### src/rtl/alu_exec_if.sv
// Handshake and operand bus between the execute-stage requester and alu_exec.
interface alu_exec_if #(
  parameter int DATA_W = 32
);
  logic              start;
  logic [5:0]        Funct;
  logic [DATA_W-1:0] Src_1;
  logic [DATA_W-1:0] Src_2;
  logic [4:0]        Shamt;
  logic              busy;
  logic              done;
  logic [DATA_W-1:0] Result;
  logic              Zero;
  logic              illegal;

  // Requester side: issues operations, observes status and result.
  modport master (
    output start, Funct, Src_1, Src_2, Shamt,
    input  busy, done, Result, Zero, illegal
  );

  // Execution unit side.
  modport slave (
    input  start, Funct, Src_1, Src_2, Shamt,
    output busy, done, Result, Zero, illegal
  );
endinterface

### src/rtl/alu_exec.sv
// Multi-cycle ALU execution unit: addu/subu/AND finish in one cycle,
// sll shifts one bit position per cycle from the captured source.
module alu_exec #(
  parameter int DATA_W = 32
) (
  input  logic      clk,
  input  logic      rst,
  alu_exec_if.slave bus
);

  localparam logic [5:0] F_ADDU = 6'b001001;
  localparam logic [5:0] F_SUBU = 6'b001010;
  localparam logic [5:0] F_AND  = 6'b010001;
  localparam logic [5:0] F_SLL  = 6'b100001;

  typedef enum logic [1:0] {
    IDLE  = 2'd0,
    SHIFT = 2'd1,
    DONE  = 2'd2
  } state_t;

  state_t            state_reg;
  state_t            state_next;
  logic [DATA_W-1:0] acc_reg;
  logic [4:0]        cnt_reg;
  logic [DATA_W-1:0] result_reg;
  logic              illegal_reg;

  // State register; reset aborts any operation in flight.
  always_ff @(posedge clk or posedge rst) begin
    if (rst) state_reg <= IDLE;
    else     state_reg <= state_next;
  end

  // Next-state decode: only sll visits SHIFT, everything else goes straight to DONE.
  always_comb begin
    state_next = state_reg;
    case (state_reg)
      IDLE: begin
        if (bus.start) begin
          if (bus.Funct == F_SLL) state_next = SHIFT;
          else                    state_next = DONE;
        end
      end
      SHIFT:   if (cnt_reg == 5'd0) state_next = DONE;
      DONE:    state_next = IDLE;
      default: state_next = IDLE;
    endcase
  end

  // Datapath: single-cycle ops write Result at acceptance; sll iterates on acc.
  always_ff @(posedge clk or posedge rst) begin
    if (rst) begin
      acc_reg     <= '0;
      cnt_reg     <= '0;
      result_reg  <= '0;
      illegal_reg <= 1'b0;
    end else begin
      case (state_reg)
        IDLE: begin
          if (bus.start) begin
            illegal_reg <= 1'b0;
            case (bus.Funct)
              F_ADDU: result_reg <= bus.Src_1 + bus.Src_2;
              F_SUBU: result_reg <= bus.Src_1 - bus.Src_2;
              F_AND:  result_reg <= bus.Src_1 & bus.Src_2;
              F_SLL: begin
                // Result keeps its old value until the shift completes.
                acc_reg <= bus.Src_1;
                cnt_reg <= bus.Shamt;
              end
              default: begin
                result_reg  <= '0;
                illegal_reg <= 1'b1;
              end
            endcase
          end
        end
        SHIFT: begin
          if (cnt_reg == 5'd0) begin
            result_reg <= acc_reg;
          end else begin
            acc_reg <= {acc_reg[DATA_W-2:0], 1'b0};
            cnt_reg <= cnt_reg - 5'd1;
          end
        end
        default: ;
      endcase
    end
  end

  assign bus.busy    = (state_reg == SHIFT);
  assign bus.done    = (state_reg == DONE);
  assign bus.Result  = result_reg;
  assign bus.Zero    = (result_reg == '0);
  assign bus.illegal = illegal_reg;

endmodule

### src/flat_wrapper.sv
// flat-port wrapper written by rule: the top's interface ports become plain ports
module alu_exec_flat 
#(
  parameter int DATA_W = 32
)
  (clk, rst, bus_start, bus_Funct, bus_Src_1, bus_Src_2, bus_Shamt, bus_busy, bus_done, bus_Result, bus_Zero, bus_illegal);
  alu_exec_if #(.DATA_W(DATA_W)) bus_i ();
  input  logic clk;
  input  logic rst;
  input wire logic [$bits(bus_i.start)-1:0] bus_start;
  input wire logic [$bits(bus_i.Funct)-1:0] bus_Funct;
  input wire logic [$bits(bus_i.Src_1)-1:0] bus_Src_1;
  input wire logic [$bits(bus_i.Src_2)-1:0] bus_Src_2;
  input wire logic [$bits(bus_i.Shamt)-1:0] bus_Shamt;
  output wire logic [$bits(bus_i.busy)-1:0] bus_busy;
  output wire logic [$bits(bus_i.done)-1:0] bus_done;
  output wire logic [$bits(bus_i.Result)-1:0] bus_Result;
  output wire logic [$bits(bus_i.Zero)-1:0] bus_Zero;
  output wire logic [$bits(bus_i.illegal)-1:0] bus_illegal;
  assign bus_i.start = bus_start;
  assign bus_i.Funct = bus_Funct;
  assign bus_i.Src_1 = bus_Src_1;
  assign bus_i.Src_2 = bus_Src_2;
  assign bus_i.Shamt = bus_Shamt;
  assign bus_busy = bus_i.busy;
  assign bus_done = bus_i.done;
  assign bus_Result = bus_i.Result;
  assign bus_Zero = bus_i.Zero;
  assign bus_illegal = bus_i.illegal;
  alu_exec #(.DATA_W(DATA_W)) u_core (.clk(clk), .rst(rst), .bus(bus_i));
endmodule
### config.mk
export PLATFORM = sky130hd
export DESIGN_NAME = alu_exec_flat
export DESIGN_NICKNAME = d
export VERILOG_FILES = /design/src/rtl/alu_exec_if.sv /design/src/rtl/alu_exec.sv /design/src/flat_wrapper.sv
export SDC_FILE = /design/constraint.sdc
export NUM_CORES = 1
export LEC_CHECK = 0
export ABC_CLOCK_PERIOD_IN_PS = 2600
export BUFFER_PORTS_ARGS = -buffer_cell sky130_fd_sc_hd__buf_2
export CELL_PAD_IN_SITES_DETAIL_PLACEMENT = 0
export CELL_PAD_IN_SITES_GLOBAL_PLACEMENT = 1
export CORE_MARGIN = 5
export CORE_UTILIZATION = 42
export CTS_BUF_LIST = sky130_fd_sc_hd__clkbuf_4 sky130_fd_sc_hd__clkbuf_8 sky130_fd_sc_hd__clkbuf_16
export DETAILED_ROUTE_END_ITERATION = 7
export PLACE_DENSITY_LB_ADDON = 0.1
export SLEW_MARGIN = 20
export SYNTH_ARGS = -nofsm -noshare
export SYNTH_HDL_FRONTEND = slang
export SYNTH_SLANG_ARGS = --single-unit
export TNS_END_PERCENT = 50
### constraint.sdc
create_clock -name clk -period 2.6 [get_ports clk]
set_input_delay 0 -clock clk [delete_from_list [all_inputs] [get_ports clk]]
set_output_delay 0 -clock clk [all_outputs]
set_load 0.1 [all_outputs]
Word-level counts from Yosys, hierarchy flattened
Index checks and enable logic that the tools add are counted.

Bits of input ports: 78. Logic and storage cells: 46. Output and inout port bits: 36. Flip-flop bits (word level): 72.

Bitwise logic cells: 1. Equality and inequality tests: 11. Add/sub/neg operators: 3. Reductions and logical operators: 9. Mux-type cells: 17.

Operator list (count): 32-bit two-way mux (5); 32-bit case mux with 2 select lines (2); 32-bit case mux with 4 select lines (1); 32-bit adder (1); 32-bit bitwise AND (1); 32-bit zero test (1); 32-bit subtractor (1); 5-bit two-way mux (3); 6-bit by 4-bit == test with 1-bit output, second input constant (2); 5-bit case mux with 2 select lines (1); 4-bit AND reduction (2); 6-bit by 5-bit == test with 1-bit output, second input constant (1); 6-bit == test, second input constant (1); 2-bit two-way mux (3); 2-bit inequality test, second input constant (3); 5-bit zero test (1); 5-bit by 1-bit subtractor with 5-bit output, second input constant (1); 2-bit by 1-bit inequality test with 1-bit output, second input constant (2); 2-bit case mux with 2 select lines (1); 2-bit AND reduction (2); 4-bit OR reduction (1); 2-bit by 1-bit == test with 1-bit output, second input constant (1); 2-bit == test, second input constant (1); 2-bit zero test (1); other kinds (2) (2).

Logic depth before layout (Yosys ltp)
Gate-level depths: netlist of the first run.

Word-level depth: 4. Gate-level depth with buffers: 17. Gate-level depth less buffers: 17.

Least setup slack after synthesis of the first run
Ideal clock, no wire load.

Path type: input port to flip-flop. Start: input bus_Src_2[4]. End: register u_core.result_reg[30], in the netlist u_core.bus.Result[30]. Setup slack: -1.036 ns. Setup time: 0.131 ns. Arrival time: 3.506 ns. Data required time: 2.469 ns. Buffers on the path: 0. Stages on the path: 16. Path through: or4_4 > or3_4 > nor3_4 > nand3_2 > o31ai_1 > xor2_1 > ha_1 > and3_1 > and4_1 > a221oi_1 > and3_1 > a21oi_1 > a41o_1 > nor2_1 > mux2i_1 > a31oi_1.

Cells in the longest elaborated chain, start to end: 4. Elaborated cells on any way between the ends: 5. Those cells by class: add/sub (2); mux (3).

RTL lines: start, declared (line flat_wrapper.sv:13) `input wire logic [$bits(bus_i.Src_2)-1:0] bus_Src_2;`; 32-bit subtractor or 32-bit adder (tied branches) (line alu_exec.sv:65, alu_exec.sv:64); 32-bit case mux with 4 select lines (*) (line alu_exec.sv:63) `case (bus.Funct)`; 32-bit two-way mux (*) (line alu_exec.sv:61) `if (bus.start) begin`; 32-bit case mux with 2 select lines (*) (line alu_exec.sv:59) `case (state_reg)`; end signal, assigned (line alu_exec.sv:64) `F_ADDU: result_reg <= bus.Src_1 + bus.Src_2;`; end signal, assigned (line alu_exec.sv:65) `F_SUBU: result_reg <= bus.Src_1 - bus.Src_2;`; end signal, assigned (line alu_exec.sv:66) `F_AND: result_reg <= bus.Src_1 & bus.Src_2;`; end, declared (line alu_exec.sv:26) `logic [DATA_W-1:0] result_reg;`.

Every way passes the cells marked *; elsewhere a longest branch is shown, timed or not. The select of a mux whose other input is x is not followed. A chain may end at the register's enable or synchronous reset.

Worst setup path after layout of the first run
Start: input bus_Src_2[4]. End: register u_core.result_reg[21], in the netlist u_core.bus.Result[21].

Same word-level chain as after synthesis.

==> results of run 1 <==
layout by cell type, fill, tap and decap left out, types with 7 or more instances in the layout:
| cell type | instances |
|---|---|
| o21a_1 | 8 |
| nand2_1 | 115 |
| a21o_1 | 14 |
| buf_4 | 135 |
| nand4_1 | 7 |
| nor4_1 | 11 |
| inv_1 | 20 |
| nor2_1 | 78 |
| o21ai_0 | 23 |
| a32oi_1 | 17 |
| buf_6 | 7 |
| nor3_1 | 8 |
| xor2_1 | 20 |
| nand3_1 | 21 |
| a21oi_2 | 7 |
| a21oi_1 | 38 |
| ha_1 | 34 |
| clkbuf_16 | 9 |
| a31oi_1 | 51 |
| xnor2_1 | 32 |
| dfrtp_1 | 72 |
| dlygate4sd3_1 | 37 |
| buf_2 | 110 |
Yosys cell counts (2+ instances only):
cell type	n
a211oi_1	3
a21o_1	14
a21oi_1	47
a221o_1	2
a31oi_1	53
a32oi_1	17
a41oi_1	6
and2_1	3
and3_1	4
and4_1	3
buf_2	14
clkbuf_1	20
dfrtp_1	72
ha_1	35
inv_1	23
mux2_2	2
mux2i_1	4
nand2_1	119
nand2b_1	4
nand3_1	22
nand3b_1	3
nand4_1	7
nor2_1	81
nor2_2	2
nor2b_1	7
nor3_1	9
nor3b_1	4
nor4_1	11
nor4_4	2
o2111ai_1	4
o211ai_1	5
o21a_1	8
o21ai_0	32
o221ai_1	2
o31a_1	3
o31ai_1	7
o41ai_1	2
or2_1	2
or3_1	6
or3_2	2
or4_4	2
or4b_1	2
xnor2_1	33
xor2_1	20
logic make-up after synthesis:
group,Yosys count
compound gates,219
xor+xnor,54
fa+ha+maj,36
buf+inv,61
flops,72
mux,6
simple gates,305
timing repair:
action                                 in CTS  in global routing
hold buffers                               37                  0
gates resized for setup                    33                 39
gates cloned                                0                  0
setup endpoints to repair                  24                 26
pin swaps                                  22                 25
endpoints found under the hold margin     112                  0
buffers inserted                            2                  6
where the power goes:
| part | total, W | internal (W) | switching (W) |
|---|---|---|---|
| Combinational | 0.00210 | 0.000802 | 0.00130 |
| Sequential | 0.00164 | 0.00141 | 0.000232 |
| Clock | 0.00128 | 0.000764 | 0.000520 |
critical path, cell delays in order:
cell	delay [ns]
buf_6	0.09
or4_4	0.54
or3_4	0.36
nor3_4	0.27
nand3_2	0.16
o31ai_2	0.26
xor2_1	0.17
ha_1	0.29
a21o_1	0.19
a21oi_2	0.16
o21ai_2	0.10
o31a_1	0.32
o21a_1	0.18
o21a_1	0.18
or3_1	0.31
a31oi_1	0.14
o21ai_1	0.07
stage by stage:
step | TNS, ns | utilization [%]
6_report | -15.87 | 63.4
5_1_grt | -20.23 | 63.4
4_1_cts | -13.23 | 61.6
3_5_place_dp | -24.16 | 55.6
3_3_place_gp | -22.77 | 55.6
2_1_floorplan | -15.15 | -
area by class of cell:
class / count / area (um^2) / share of cell area (%)
repair buffers: 294 / 2110 / 23.8
inverters: 24 / 90.1 / 1.02
multi-input cells: 620 / 4340 / 48.9
flip-flops and latches: 72 / 1800 / 20.3
well taps: 180 / 225 / 2.54
clock buffers: 10 / 239 / 2.70
clock inverters: 6 / 58.8 / 0.663
per-layer routing:
metal  track usage (%)  wire, um
met4              7.95       498
met3              3.89      1560
met2              42.5     10200
met5                 0         0
met1              33.8      9230
worst paths after layout:
check	from	end	slack [ns]	depth (start not counted)
setup / recovery	bus_Src_2[4]	u_core.bus.Result[21]$_DFFE_PP0P_	-0.98	17
min in group asynchronous	rst	u_core.bus.Result[2]$_DFFE_PP0P_	0.07	3
max in group asynchronous	rst	u_core.acc_reg[14]$_DFFE_PP0P_	1.83	4
hold reg to reg	u_core.bus.illegal$_DFFE_PP0P_	u_core.bus.illegal$_DFFE_PP0P_	0.47	2
setup reg to reg	u_core.cnt_reg[0]$_DFFE_PP0P_	u_core.bus.Result[31]$_DFFE_PP0P_	0.22	10
hold / removal	bus_Shamt[3]	u_core.cnt_reg[3]$_DFFE_PP0P_	0.009	3
==> results.toml, run 1 <==
[run_status]
outcome = "finished with violations"
violations = "negative setup slack"

[floorplanning]
die_h_um = 130
initial_core_util_pct = 43.1
die_area_mm2 = 0.0168
core_mm2 = 0.0140
num_rows = 43
die_x_um = 130
io_pins = 114

[synthesis]
synth_flop_cell = "dfrtp_1"
seq_area_frac_synth_pct = 29.9
synth_warnings = 0
synth_edf_count = 0
ys_top_cells_by_area = "dfrtp_1, nand2_1, ha_1, a31oi_1, nor2_1"
synthMuxAreaShare_pct = 1.04
synthAdderAreaFrac_pct = 7.60
synthSimpleGateAreaFrac_pct = 25.0
syn_area_mm2 = 0.00602
ys_seq_elements = 72
netlist_instances = 753
synthXorXnorAreaFrac_pct = 7.98
async_flop_share_pct = 100
synth.distinct_cells = 74
synthesis.nets = 867
synth_compound_area_share_pct = 24.2
yosysTopAreaCellShare_pct = 29.9
synth_top_family_by_area = "simple AND/OR/NAND/NOR gates"
synth_top_cell_by_area = "dfrtp_1"
synth_area_per_cell_um2 = 8.00

[sta]
finalSetupViolCount = 25
fin_crit_ns = 3.58
rsz0062_at_grt = "yes"
skew_ns = 0.00885
fin_crit_sh_pct = 138
worst_slew_margin_rel_pct = 64.7
hold_viol = 0
slew_violations = 0
worst_pin_slew_ns = 0.524
layout_setup_ws_ns = -0.982
fmax_ghz = 0.279
timing.hold.ws_ns = 0.00936

[cells_and_area]
area_growth_syn_to_layout_pct = 47.2
num-fill-cells = 1209
final_layout_size_suffix_gt1_share_pct = 34.3
antennaDiodeCount = 0
instances_no_fill = 1206
fin_area_mm2 = 0.00886
nNetsFinal = 1135

[critical_path]
path_max_fanout = 3
endpoint_kind = "register"
arrival_ns = 3.82
critPathKind = "in -> reg"
crit_required_ns = 2.84
startpoint_type = "input pin"

[route]
dr.first_iter.drc_count = 453
routed_via_density = 5.73
ant_nets = 0
drc = 0
dr.pass1.iters = 5
vias = 6906
avgRoutedWirePerCell_um = 17.8
routed_wl_um = 21400

[power]
p_per_area_mw_per_mm2 = 567
total_power_w = 0.00503
p_leak_nw = 4.05
irDropWorstVdd_mv = 0.412

[min_path]
hold_class = "in -> reg"

[place]
pre_cts_ws_ns = -1.33
place.gp.congestion = 0.918
dp_cells = 1145
placed_cell_area_mm2 = 0.00778
dp_hpwl_um = 16400
portBuffers = 113

[clock_network]
clk_latency_ns = 0.36
numCtsBuffers = 9
tritoncts = "yes"
path_clk_slew_ns = 0.06
ctsLongestPathBuffers = 2
cts_sinks = 72
htree_levels = 3
cts_root_buf = "clkbuf_16"

[global_routing]
grt_overflow = 0
grt_max_degree = 40
antenna_found_initial = 0
first_global_vias = 6724
grt_use_total_pct = 25.3
grt_pass1_wl_um = 34200

[job]
max-cap-violations = 0
No activity file was read; power rests on OpenSTA's default activity.
==> run 2: changes to the inputs <==
--- a/config.mk
+++ b/config.mk
@@ -6,7 +6,7 @@
 export NUM_CORES = 1
 export LEC_CHECK = 0
 export ABC_CLOCK_PERIOD_IN_PS = 2600
-export BUFFER_PORTS_ARGS = -buffer_cell sky130_fd_sc_hd__buf_2
+export BUFFER_PORTS_ARGS = -buffer_cell sky130_fd_sc_hd__buf_4
 export CELL_PAD_IN_SITES_DETAIL_PLACEMENT = 0
 export CELL_PAD_IN_SITES_GLOBAL_PLACEMENT = 1
 export CORE_MARGIN = 5
==> run 2 against run 1 <==
Against the previous run: sequential cell count stayed put; worst setup slack worse by 0.060 ns; global-route usage is 0.47 points higher; the flow still finishes with violations (negative setup slack); non-clock buffer count stayed put; wire length is 1.2% higher; critical endpoint unchanged; clock-buffer cell count stayed put; utilization is 1.7 points higher; highest routed layer unchanged; cell count stayed put; sequential power hardly changed.
==> results.toml, run 2 (synthesis results as in run 1) <==
[sta]
layout_setup_ws_ns = -1.04
fmax_ghz = 0.275
fin_crit_sh_pct = 140
skew_ns = 0.00377
hold_viol = 0
finalSetupViolCount = 23
worst_pin_slew_ns = 0.717
fin_crit_ns = 3.64
worst_slew_margin_rel_pct = 52.1
slew_violations = 0
rsz0062_at_grt = "yes"

[clock_network]
htree_levels = 3
cts_sinks = 72
cts_root_buf = "clkbuf_16"
ctsLongestPathBuffers = 2
numCtsBuffers = 9
clk_latency_ns = 0.34
tritoncts = "yes"
path_clk_slew_ns = 0.06

[critical_path]
r2r_slack_ns = 0.17
rr_endpoint = "u_core.bus.Result[28]$_DFFE_PP0P_"
crit_required_ns = 2.82
path_buf_inv = 1
rr_worst_depth = 12
critPathSlowestCell = "or4_4"
worstPathCellList = "buf_6 > or4_4 > or3_4 > nor3_4 > nand2_2 > o31ai_2 > xor2_1 > ha_1 > a21oi_2 > o21ai_2 > o21a_1 > o31a_1 > o21a_1 > o21a_1 > or3_1 > a31oi_1 > o21ai_1"
r2r_start = "u_core.cnt_reg[0]$_DFFE_PP0P_"
critPathKind = "in -> reg"
endpoint_kind = "register"
slowest_delay_ns = 0.54
startpoint_type = "input pin"
crit_top_cell = "o21a_1"
crit_family = "compound AO/OA/AOI/OAI gates"
path_max_fanout = 5
arrival_ns = 3.86

[route]
vias = 6808
avgRoutedWirePerCell_um = 18.0
dr.pass1.iters = 5
routed_via_density = 5.65
dr.first_iter.drc_count = 355
ant_nets = 0
routed_wl_um = 21700
drc = 0

[place]
place.gp.congestion = 0.908
dp_hpwl_um = 16300
portBuffers = 113

[global_routing]
grt_max_degree = 61
first_global_vias = 6904
antenna_found_initial = 0
grt_pass1_wl_um = 34900
grt_overflow = 0
grt_use_total_pct = 25.8

[min_path]
hold_start = "bus_Shamt[2]"
hold_path_end = "u_core.cnt_reg[2]$_DFFE_PP0P_"
hold_path_depth = 3
hold_class = "in -> reg"

[cells_and_area]
layout_commonest_cell = "buf_4"
antennaDiodeCount = 0
final_layout_size_suffix_gt1_share_pct = 35.1
final_cell_mix = "buf_4, nand2_1, nor2_1, dfrtp_1, a31oi_1"
fin_util_pct = 65.0
area_growth_syn_to_layout_pct = 51.1
nNetsFinal = 1135

[run_status]
violations = "negative setup slack"
outcome = "finished with violations"

[floorplanning]
die_x_um = 130
die_area_mm2 = 0.0168
die_h_um = 130
io_pins = 114
num_rows = 43
initial_core_util_pct = 43.1
core_mm2 = 0.0140

[power]
total_power_w = 0.00518
irDropWorstVdd_mv = 0.405
p_per_area_mw_per_mm2 = 569
p_leak_nw = 4.13

[job]
max-cap-violations = 0
-- run 2: timing repair --
action	in CTS	in global routing
hold buffers	38	0
pin swaps	23	19
gates resized for setup	39	24
setup buffers	3	2
setup endpoints to repair	25	25
endpoints found under the hold margin	69	0
-- run 2: tightest hold or removal path, delay by kind of cell --
kind | cells | cell delay [ns]
AO/OA/AOI/OAI | 2 | 0.24
buffers and inverters | 1 | 0.07
-- run 2: worst max-delay path by stage --
stage	cells past startpoint	from	end	slack (ns)
after detailed placement	17	bus_Src_2[4]	u_core.bus.Result[29]$_DFFE_PP0P_	-1.44
after floorplan	16	bus_Src_2[4]	u_core.bus.Result[21]$_DFFE_PP0P_	-0.96
after global routing	17	bus_Src_2[4]	u_core.bus.Result[21]$_DFFE_PP0P_	-1.22
final	17	bus_Src_2[4]	u_core.bus.Result[21]$_DFFE_PP0P_	-1.04
after CTS	17	bus_Src_2[4]	u_core.bus.Result[21]$_DFFE_PP0P_	-0.92
after global placement	17	bus_Src_2[4]	u_core.bus.Result[29]$_DFFE_PP0P_	-1.23
-- run 2: through the flow --
step | instances | area (um^2) | hold slack (ns) | TNS (ns) | setup slack (ns)
finish | 1206 | 9100 | 0.0314 | -14.20 | -1.04
global route | 1206 | 9100 | 0.0549 | -18.17 | -1.22
CTS | 1204 | 8980 | 0.00584 | -12.97 | -0.917
detailed placement | 1147 | 8070 | 0.170 | -25.13 | -1.44
global placement | 1147 | 8070 | 0.158 | -23.61 | -1.23
floorplan | 753 | 6070 | 0.139 | -15.15 | -0.961
-- run 2: area by class of cell --
class,instances,area [um^2]
inverters,24,90.1
flip-flops and latches,72,1800
clock inverters,6,82.6
multi-input cells,620,4280
fillers,1224,4890
repair buffers,294,2380
well taps,180,225
clock buffers,10,239
-- run 2: routing by layer --
| layer | GRT usage (%) | up-vias | wire, um |
|---|---|---|---|
| met2 | 43.3 | 190 | 10300 |
| met3 | 4.05 | 43 | 1160 |
| met4 | 8.86 | 0 | 572 |
| met1 | 34.0 | 3285 | 9630 |
| li1 | - | 3290 | - |
| met5 | 0 | - | 0 |
-- run 2: report_power, final --
part | total (W) | internal [W] | switching, W
Sequential | 0.00164 | 0.00141 | 0.000236
Combinational | 0.00216 | 0.000870 | 0.00129
Clock | 0.00137 | 0.000861 | 0.000510
==> run 3: changes to the inputs <==
==> constraint.sdc (replaced) <==
create_clock -name clk -period 2.6 [get_ports clk]
set_input_delay 0.39 -clock clk [delete_from_list [all_inputs] [get_ports clk]]
set_output_delay 0.39 -clock clk [all_outputs]
set_load 0.1 [all_outputs]
==> run 3 against run 2 <==
Against the previous run: maximum frequency decreased by 7.6%; clock skew is 0.0010 ns higher; sequential power about the same; the run still ends with negative setup slack left; non-clock buffer count decreased by 6; sequential share of layout area is 0.27 points higher; via count fell by 0.15%; final area decreased by 1.3%; worst setup slack got worse by 0.30 ns; critical path depth is 1 higher; global-route usage rose by 0.90 points; combinational power barely moved; sequential cell count unchanged.
==> results.toml, run 3 (synthesis results as in run 1) <==
[route]
dr.first_iter.drc_count = 550
dr_wl_met2_um = 10300
ant_nets = 0
avgRoutedWirePerCell_um = 18.4
drc = 0
routed_via_density = 5.67
vias = 6798
routed_wl_um = 22000
wl_met3_um = 1220
drt-met1-wl_um = 10100
highest_layer = "met4"
dr.pass1.iters = 5

[power]
p_leak_nw = 4.13
p_switching_w = 0.00203
clkPwrFrac_pct = 25.0
irDropWorstVdd_mv = 0.310
p_per_area_mw_per_mm2 = 566
power.share.combinational_pct = 42.6
power.share.sequential_pct = 32.5
p_sw_share_pct = 39.9
p_int_w = 0.00305

[sta]
slew_violations = 0
skew_ns = 0.00480
hold_viol = 0
timing.hold.ws_ns = 0.177
worst_pin_slew_ns = 0.723
fin_crit_sh_pct = 151
fin_crit_ns = 3.94
finalSetupViolCount = 27
fmax_ghz = 0.254
worst_slew_margin_rel_pct = 51.7
rsz0062_at_grt = "yes"
layout_setup_ws_ns = -1.34

[cells_and_area]
final_layout_size_suffix_gt1_share_pct = 37.6
final_cell_mix = "buf_4, nand2_1, nor2_1, dfrtp_1, a31oi_1"
area_growth_syn_to_layout_pct = 49.0
layout_commonest_cell = "buf_4"
fin_util_pct = 64.2
nNetsFinal = 1129
antennaDiodeCount = 0
fin_area_mm2 = 0.00898

[clock_network]
clk_latency_ns = 0.34
ctsHoldBuffers = 0
ctsLongestPathBuffers = 2
htree_levels = 3
numCtsBuffers = 9
cts_root_buf = "clkbuf_16"
path_clk_slew_ns = 0.06
tritoncts = "yes"
cts_sinks = 72

[floorplanning]
die_area_mm2 = 0.0168
num_rows = 43
initial_core_util_pct = 43.1
die_h_um = 130
core_mm2 = 0.0140
die_x_um = 130
io_pins = 114

[critical_path]
critPathSlowestCell = "or4_4"
slowest_delay_ns = 0.54
endpoint_kind = "register"
path_buf_inv = 3
rr_worst_depth = 10
rr_endpoint = "u_core.bus.Result[31]$_DFFE_PP0P_"
startpoint_type = "input pin"
crit_required_ns = 2.81
arrival_ns = 4.15
path_max_fanout = 3
crit_family = "simple AND/OR/NAND/NOR gates"
critPathKind = "in -> reg"
worstPathCellList = "buf_6 > or4_4 > or3_4 > nor3_4 > nand3_2 > o31ai_4 > xor2_1 > ha_1 > and3_4 > nand4_1 > a211oi_2 > o31ai_4 > a211oi_4 > buf_4 > nor3_4 > buf_4 > o211ai_1 > o211ai_1"
r2r_slack_ns = 0.03
r2r_start = "u_core.cnt_reg[0]$_DFFE_PP0P_"

[global_routing]
antenna_found_initial = 0
grt_pass1_wl_um = 35500
grt_use_total_pct = 26.7
grt_overflow = 0
grt_max_degree = 37
first_global_vias = 6674

[place]
dp_hpwl_um = 17300
placed_cell_area_mm2 = 0.00835
portBuffers = 113
place.gp.congestion = 0.946

[min_path]
hold_class = "in -> async"

[job]
max-cap-violations = 0

[run_status]
violations = "negative setup slack"
outcome = "finished with violations"
run 3: cell count changes in the layout (fill, tap and decap cells not counted), moves of 3 or more:
cell / delta
nand2_1: +3
buf_4: +27
buf_6: +3
a41oi_1: +3
a21oi_2: -4
o21ai_0: -3
a21oi_1: +4
o31ai_2: -3
dlygate4sd3_1: -38
a41oi_2: -3
nand2_2: -3
run 3: power by group through the flow:
| stage | registers (W) | clock network [W] | logic (W) |
|---|---|---|---|
| after floorplan | 0.00207 | 0 | 0.000854 |
| after global placement | 0.00165 | 0 | 0.00202 |
| after detailed placement | 0.00166 | 0 | 0.00205 |
| after CTS | 0.00164 | 0.00129 | 0.00214 |
| after global routing | 0.00168 | 0.00134 | 0.00233 |
| final | 0.00165 | 0.00127 | 0.00216 |
run 3: worst max-delay path by stage:
stage,startpoint,to,slack (ns),depth (start not counted)
after floorplan,bus_Src_2[4],u_core.bus.Result[21]$_DFFE_PP0P_,-1.35,16
after global placement,bus_Src_2[4],u_core.bus.Result[29]$_DFFE_PP0P_,-1.67,18
after detailed placement,bus_Src_2[4],u_core.bus.Result[29]$_DFFE_PP0P_,-1.78,18
after CTS,bus_Src_2[4],u_core.bus.Result[16]$_DFFE_PP0P_,-1.27,16
after global routing,bus_Src_2[4],u_core.bus.Result[30]$_DFFE_PP0P_,-1.53,18
final,bus_Src_2[4],u_core.bus.Result[31]$_DFFE_PP0P_,-1.34,18
run 3: layer usage:
layer | vias to the layer above | GRT usage [%]
met5 | - | 0
met3 | 28 | 3.23
li1 | 3280 | -
met2 | 208 | 43.4
met4 | 0 | 7.46
met1 | 3282 | 37.7
run 3: per-stage QoR:
stage / total power, W / setup TNS [ns] / std cells / setup slack (ns)
2_1_floorplan: 0.00292 / -26.32 / 753 / -1.35
3_3_place_gp: 0.00367 / -37.61 / 1180 / -1.67
3_5_place_dp: 0.00371 / -38.66 / 1180 / -1.78
4_1_cts: 0.00507 / -23.47 / 1197 / -1.27
5_1_grt: 0.00535 / -29.51 / 1198 / -1.53
6_report: 0.00508 / -24.91 / 1198 / -1.34
run 3: timing repair:
| action | in CTS | in global routing |
|---|---|---|
| resized for setup | 57 | 8 |
| setup buffers | 4 | 1 |
| endpoints found under the setup margin | 30 | 30 |
| pin swaps | 23 | 5 |
run 3: cell type report:
type                       instances  area (um^2)
multi-input combinational        620         4290
clock buffer                      11          253
fill                            1273         5010
sequential                        72         1800
inverter                          24         90.1
tap                              180          225
timing repair buffer             288         2270
clock inverter                     3         42.5
